<file path="src/rtl/key_press_conditioner.sv">
// Push-button front end: synchronises active-low raw keys, debounces press and
// release, and emits one single-cycle one-hot pulse per accepted key press.
module key_press_conditioner #(
  parameter int unsigned KEYS            = 4,
  parameter int unsigned DEBOUNCE_CYCLES = 500000,
  parameter int unsigned COUNTER_WIDTH   = $clog2(DEBOUNCE_CYCLES)
) (
  input  logic            clock,
  input  logic            reset,
  input  logic [KEYS-1:0] rawKeys,
  output logic [KEYS-1:0] key,
  output logic            ready
);

  localparam logic [COUNTER_WIDTH-1:0] CNT_LAST = COUNTER_WIDTH'(DEBOUNCE_CYCLES - 1);

  typedef enum logic [2:0] {
    IDLE             = 3'd0,
    PRESS_DEBOUNCE   = 3'd1,
    PULSE            = 3'd2,
    WAIT_RELEASE     = 3'd3,
    RELEASE_DEBOUNCE = 3'd4
  } state_e;

  state_e                   state_q, state_d;
  logic [KEYS-1:0]          sync1_q, sync2_q;
  logic [KEYS-1:0]          candidate_q, candidate_d;
  logic [COUNTER_WIDTH-1:0] counter_q, counter_d;
  logic [KEYS-1:0]          key_q, key_d;
  logic                     ready_q, ready_d;

  logic [KEYS-1:0]          sync_keys;
  logic                     keys_any;
  logic                     keys_multi;
  logic                     cand_match;
  logic                     cnt_last;

  // Two-flop synchroniser; flops idle at 1 so reset looks like "all released".
  always_ff @(posedge clock or posedge reset) begin
    if (reset) begin
      sync1_q <= '1;
      sync2_q <= '1;
    end else begin
      sync1_q <= rawKeys;
      sync2_q <= sync1_q;
    end
  end

  assign sync_keys  = ~sync2_q;
  assign keys_any   = |sync_keys;
  // Clearing the lowest set bit leaves something only if two or more keys are down.
  assign keys_multi = |(sync_keys & (sync_keys - KEYS'(1)));
  assign cand_match = (sync_keys == candidate_q);
  assign cnt_last   = (counter_q == CNT_LAST);

  // State and datapath registers.
  always_ff @(posedge clock or posedge reset) begin
    if (reset) begin
      state_q     <= WAIT_RELEASE;
      candidate_q <= '0;
      counter_q   <= '0;
      key_q       <= '0;
      ready_q     <= 1'b0;
    end else begin
      state_q     <= state_d;
      candidate_q <= candidate_d;
      counter_q   <= counter_d;
      key_q       <= key_d;
      ready_q     <= ready_d;
    end
  end

  // Next-state logic.
  always_comb begin
    state_d = state_q;
    case (state_q)
      IDLE: begin
        if (keys_multi) begin
          state_d = WAIT_RELEASE;
        end else if (keys_any) begin
          state_d = PRESS_DEBOUNCE;
        end
      end
      PRESS_DEBOUNCE: begin
        if (!cand_match) begin
          state_d = IDLE;
        end else if (cnt_last) begin
          state_d = PULSE;
        end
      end
      PULSE: begin
        state_d = WAIT_RELEASE;
      end
      WAIT_RELEASE: begin
        if (!keys_any) begin
          state_d = RELEASE_DEBOUNCE;
        end
      end
      RELEASE_DEBOUNCE: begin
        if (keys_any) begin
          state_d = WAIT_RELEASE;
        end else if (cnt_last) begin
          state_d = IDLE;
        end
      end
      default: begin
        state_d = WAIT_RELEASE;
      end
    endcase
  end

  // Counter, candidate and output next values; the counter saturates at CNT_LAST.
  always_comb begin
    candidate_d = candidate_q;
    counter_d   = counter_q;
    key_d       = '0;
    ready_d     = (state_d == IDLE);
    case (state_q)
      IDLE: begin
        if (keys_any && !keys_multi) begin
          candidate_d = sync_keys;
          counter_d   = '0;
        end
      end
      PRESS_DEBOUNCE: begin
        if (!cand_match) begin
          counter_d = '0;
        end else if (!cnt_last) begin
          counter_d = counter_q + COUNTER_WIDTH'(1);
        end
      end
      PULSE: begin
        key_d = candidate_q;
      end
      WAIT_RELEASE: begin
        if (!keys_any) begin
          counter_d = '0;
        end
      end
      RELEASE_DEBOUNCE: begin
        if (!keys_any && !cnt_last) begin
          counter_d = counter_q + COUNTER_WIDTH'(1);
        end
      end
      default: begin
        counter_d = counter_q;
      end
    endcase
  end

  assign key   = key_q;
  assign ready = ready_q;

endmodule
</file>
<file path="config.mk">
export PLATFORM = sky130hd
export DESIGN_NAME = key_press_conditioner
export DESIGN_NICKNAME = d
export VERILOG_FILES = /design/src/rtl/key_press_conditioner.sv
export SDC_FILE = /design/constraint.sdc
export NUM_CORES = 1
export LEC_CHECK = 0
export ABC_AREA = 1
export BUFFER_PORTS_ARGS = -buffer_cell sky130_fd_sc_hd__buf_4
export CAP_MARGIN = 20
export CORE_ASPECT_RATIO = 1.75
export CORE_MARGIN = 2
export CORE_UTILIZATION = 50
export DETAILED_ROUTE_END_ITERATION = 8
export PLACE_DENSITY = 0.77
export RECOVER_POWER = 25
export SLEW_MARGIN = 20
export SYNTH_ARGS = -nofsm -noshare
export SYNTH_HDL_FRONTEND = slang
export SYNTH_SLANG_ARGS = --single-unit
</file>
<file path="constraint.sdc">
create_clock -name clock -period 3.6 [get_ports clock]
set_clock_uncertainty 0.15 [all_clocks]
set_input_delay 0.54 -clock clock [delete_from_list [all_inputs] [get_ports clock]]
set_output_delay 0.54 -clock clock [all_outputs]
set_load 0.05 [all_outputs]
</file>
# == Word level (Yosys, flattened, before mapping) ==
# Index checks and enable logic that the tools add are counted.
# classes
addsub,2
n_eq_ne,10
mux,15
n_bitwise,2
n_reduce_logical,12
# op_table
operator,count
19-bit 2-to-1 mux,5
19-bit case mux with 4 select lines,1
3-bit 2-to-1 mux,7
"19-bit by 1-bit adder with 19-bit output, second input constant",1
"19-bit == test, second input constant",1
3-bit case mux with 4 select lines,1
4-bit OR reduction,2
"3-bit by 2-bit == test with 1-bit output, second input constant",2
3-bit logical NOT,2
"2-bit != test, second input constant",3
5-bit AND reduction,1
4-bit AND,1
4-bit == test,1
4-bit 2-to-1 mux,1
4-bit NOT,1
4-bit nonzero test,1
"4-bit by 1-bit subtractor with 4-bit output, second input constant",1
"3-bit by 1-bit == test with 1-bit output, second input constant",1
"3-bit == test, second input constant",1
1-bit logical NOT,3
"3-bit != test, second input constant",1
1-bit logical AND,2
2-bit AND reduction,1
# word_totals
ff_bits,39
in_bits,6
out_inout_bits,5
word_cells,48

# == Depth between registers and ports, before layout ==
# depth
depth_word,8
mapped_depth,12
ltp_nobuf,11

# == Worst setup path after synthesis ==
# OpenSTA, ideal clock, no wires.
# synth_path
path_type,register -> register
startpoint,register sync2_q[3]
endpoint,register counter_q[15]
setup_time_ns,0.119
arrival_time_ns,1.497
t_required_ns,3.331
path_slack_ns,1.834
stages_incl_launch_ff,11
n_path_buf,1
synth_period_minus_slack_ns,1.766
path_cell_list,dfstp_2 -> nand2_1 -> nor2_4 -> inv_2 -> a21oi_4 -> nand2_4 -> nor2_8 -> nand2_4 -> buf_6 -> nand2_1 -> nand2_1
# synth_between
elab_chain_cells,8
elab_cells_between_ends,17
cone_classes,add/sub (1); eq/ne (5); mux (2); bitwise (2); reduce/logical (7)
# synth_rtl
element,line_no,rtl
"start, declared",26,"logic [KEYS-1:0] sync1_q, sync2_q;"
"start signal, assigned",45,sync2_q <= sync1_q;
4-bit NOT (*),49,assign sync_keys = ~sync2_q;
4-bit by 1-bit subtractor with 4-bit output,52,assign keys_multi = |(sync_keys & (sync_keys - KEYS'(1)));
4-bit AND,52,
4-bit OR reduction,52,
1-bit logical NOT,120,if (keys_any && !keys_multi) begin
1-bit logical AND,120,
2-bit != test (no source line),-,
5-bit AND reduction (no source line),-,
"end signal, assigned",67,counter_q <= counter_d;
"end, declared",28,"logic [COUNTER_WIDTH-1:0] counter_q, counter_d;"
# Every way passes the cells marked *; elsewhere a longest branch is shown, timed or not.
# A chain may end at the register's enable or synchronous reset.

# == Worst setup path after layout ==
# layout_path
startpoint,register sync2_q[2]
endpoint,register counter_q[15]
# Same word-level chain as after synthesis.

==> results.ini <==
[floorplanning]
ios = 11
coreArea_sq_um = 4190
dieArea_sq_um = 4960
die_w_um = 54.1
die_h_um = 91.6
start_util_pct = 52.4
std_cell_rows = 31

[detailed_routing]
drc = 0
routed_wl_mm = 4.71
drtAntennaViolNets = 0
dr.pass1.iters = 4
drt_iter0_drc = 59
num_vias = 1899
vias_per_cell = 5.47
wl_per_cell_um = 13.6

[cts]
numCtsBuffers = 5
cts.htree.levels = 2
clock_sinks = 39
clkLatencyLatePin_ns = 0.29
clk_pin_slew_ns = 0.08
cts_root_buf = clkbuf_8
post_cts_buffers = 0
clock_path_buffers = 2
cts_tree = done
ctsResizeCount = 0
ctsHoldBuffers = 0

[synthesis]
synth_cells = 284
yosys.area.top_type = dfrtp_1
syn_avg_cell_area_sq_um = 7.73
synth_most_common_cell = nand2_1
synth.area.top_cells = dfrtp_1 (33%), nand2_1 (16%), dfstp_2 (12%)
yosysSeqAreaShare_pct = 45.0
yosys.cell_types.count = 26
synthTopCellsByCount = nand2_1 (94), inv_1 (33), dfrtp_1 (29)
async_reset_ff_share_pct = 100
netlist_area_sq_um = 2190
synth_nets = 291
ys.flop_type = dfrtp_1
ys_warn_count = 0
synth_top_cell_area_share_pct = 33.1
ys_ff_latch = 39
synth_edf_count = 0

[placement]
place_inst = 339
gp_congestion = 0.903
portBuffers = 10
hpwl_mm = 3.37

[worst_setup_path]
crit_type = flop to flop
path_max_fanout = 20
cp-end-kind = flop
max_stage_delay_ns = 0.58
required_ns = 3.63
critPathLaunchType = flop
cp_common_cell = nand2_1
critPathSlowestCell = dfstp_2
path_buf_inv = 1
cp_cell_sequence = nand2_1 -> inv_1 -> o21ai_0 -> nand2_1 -> nand2_1 -> nand2_1 -> nand2_4 -> nor2_8 -> nand2_4 -> nand2_1 -> nand2_1
cp_top_family = simple AND/OR/NAND/NOR gates
worstPathArrival_ns = 2.17

[finish]
area_delta_synth_final_pct = 9.69
layout.cells.non_filler = 347
diodes = 0
drive_above_1_share_pct = 16.1
nNetsFinal = 304
post-route-util_pct = 57.5

[global_route]
grt_overflow = 0
antenna_found_initial = 0
grt.total_usage_pct = 21.3
grt_pass1_wl_mm = 7.78
grt_max_degree = 21
grt_pass1_vias = 1802

[sta]
slew_violations = 0
min_period_ns = 2.14
tightestPinTransition_ns = 0.763
tns_ns = 0
max_freq_ghz = 0.468
hold_viol = 0
rsz0062_at_grt = false
finalSetupViolCount = 0
min_period_over_period_pct = 59.4
relSlewSlack_pct = 49.1
hold_ws_ns = 0.197

[worst_hold_path]
min_path_type = input port to flop

[run]
maxCapViolations = 0

[power_and_ir_drop]
power_density_nw_per_um2 = 489
ir_drop_v = 0.000308
leakagePower_nw = 1.19

[status]
status = finished clean

-- final cells by class --
cell class | instances | area (sq um)
Sequential cell | 39 | 988
Tap cell | 49 | 61.3
Inverter | 37 | 139
Clock buffer | 5 | 68.8
Clock inverter | 3 | 43.8
Multi-Input combinational cell | 203 | 1020
Fill cell | 409 | 1780
Timing Repair Buffer | 11 | 82.6
-- cell families after synthesis --
family / count (synthesis) / synth area share, %
xor+xnor: 13 / 5.19
fa+ha+maj: 1 / 0.570
simple gates: 178 / 37.4
compound gates: 11 / 3.48
flops: 39 / 45.0
buf+inv: 42 / 8.32
-- through the flow --
step	cell area, sq um	setup WS [ns]	power, mW
5_1_grt	2410	1.24	1.24
2_1_floorplan	2190	1.83	0.769
3_5_place_dp	2290	1.51	0.812
6_report	2410	1.46	1.18
3_3_place_gp	2290	1.57	0.806
4_1_cts	2410	1.48	1.18
-- path summary, 6_finish.rpt --
kind / slack (ns) / start / end / cells after the start
worst max register to register: 1.46 / sync2_q[2] / counter_q[15] / 11
worst min-delay path: 0.20 / rawKeys[2] / sync1_q[2] / 1
min in group asynchronous: 0.22 / reset / candidate_q[0] / 2
worst min register to register: 0.21 / sync1_q[0] / sync2_q[0] / 0
worst max-delay path: 1.46 / sync2_q[2] / counter_q[15] / 11
max in group asynchronous: 2.26 / reset / sync2_q[1] / 3
-- report_power, final --
part           switching [mW]  internal, mW
Sequential             0.0355         0.488
Combinational           0.200        0.0824
Clock                   0.166         0.206
-- per-layer routing --
metal,GRT usage [%],share of wire (%)
met1,21.8,39
met2,37.0,54
met3,4.23,2.9
met4,13.3,4.4
met5,0,0
-- cells in the final DEF, fill, tap and decap left out --
master / n
nor2_8: 1
nor2_2: 3
o21ai_2: 2
clkinv_4: 1
dfstp_2: 10
and2_1: 1
ha_1: 1
xor2_1: 12
a21oi_4: 1
nand2_4: 2
clkbuf_4: 5
clkinv_2: 1
nor2_1: 26
nand3_2: 1
inv_1: 33
inv_2: 4
bufinv_16: 1
o21bai_1: 1
clkbuf_8: 5
nand4_1: 25
o21ai_0: 6
nand2_1: 94
nor2_4: 1
xnor2_1: 1
buf_4: 6
a21oi_1: 1
dfrtp_1: 29
nand2_2: 4
nor3_1: 1
nand3_1: 19
-- flip-flops by register name (all words and copies together), names as in the netlist --
name / count
counter_q: 19
sync2_q: 4
key: 4
candidate_q: 4
ready: 1
sync1_q: 4
state_q: 3
Note: power is estimated with default switching activity, not from simulation.
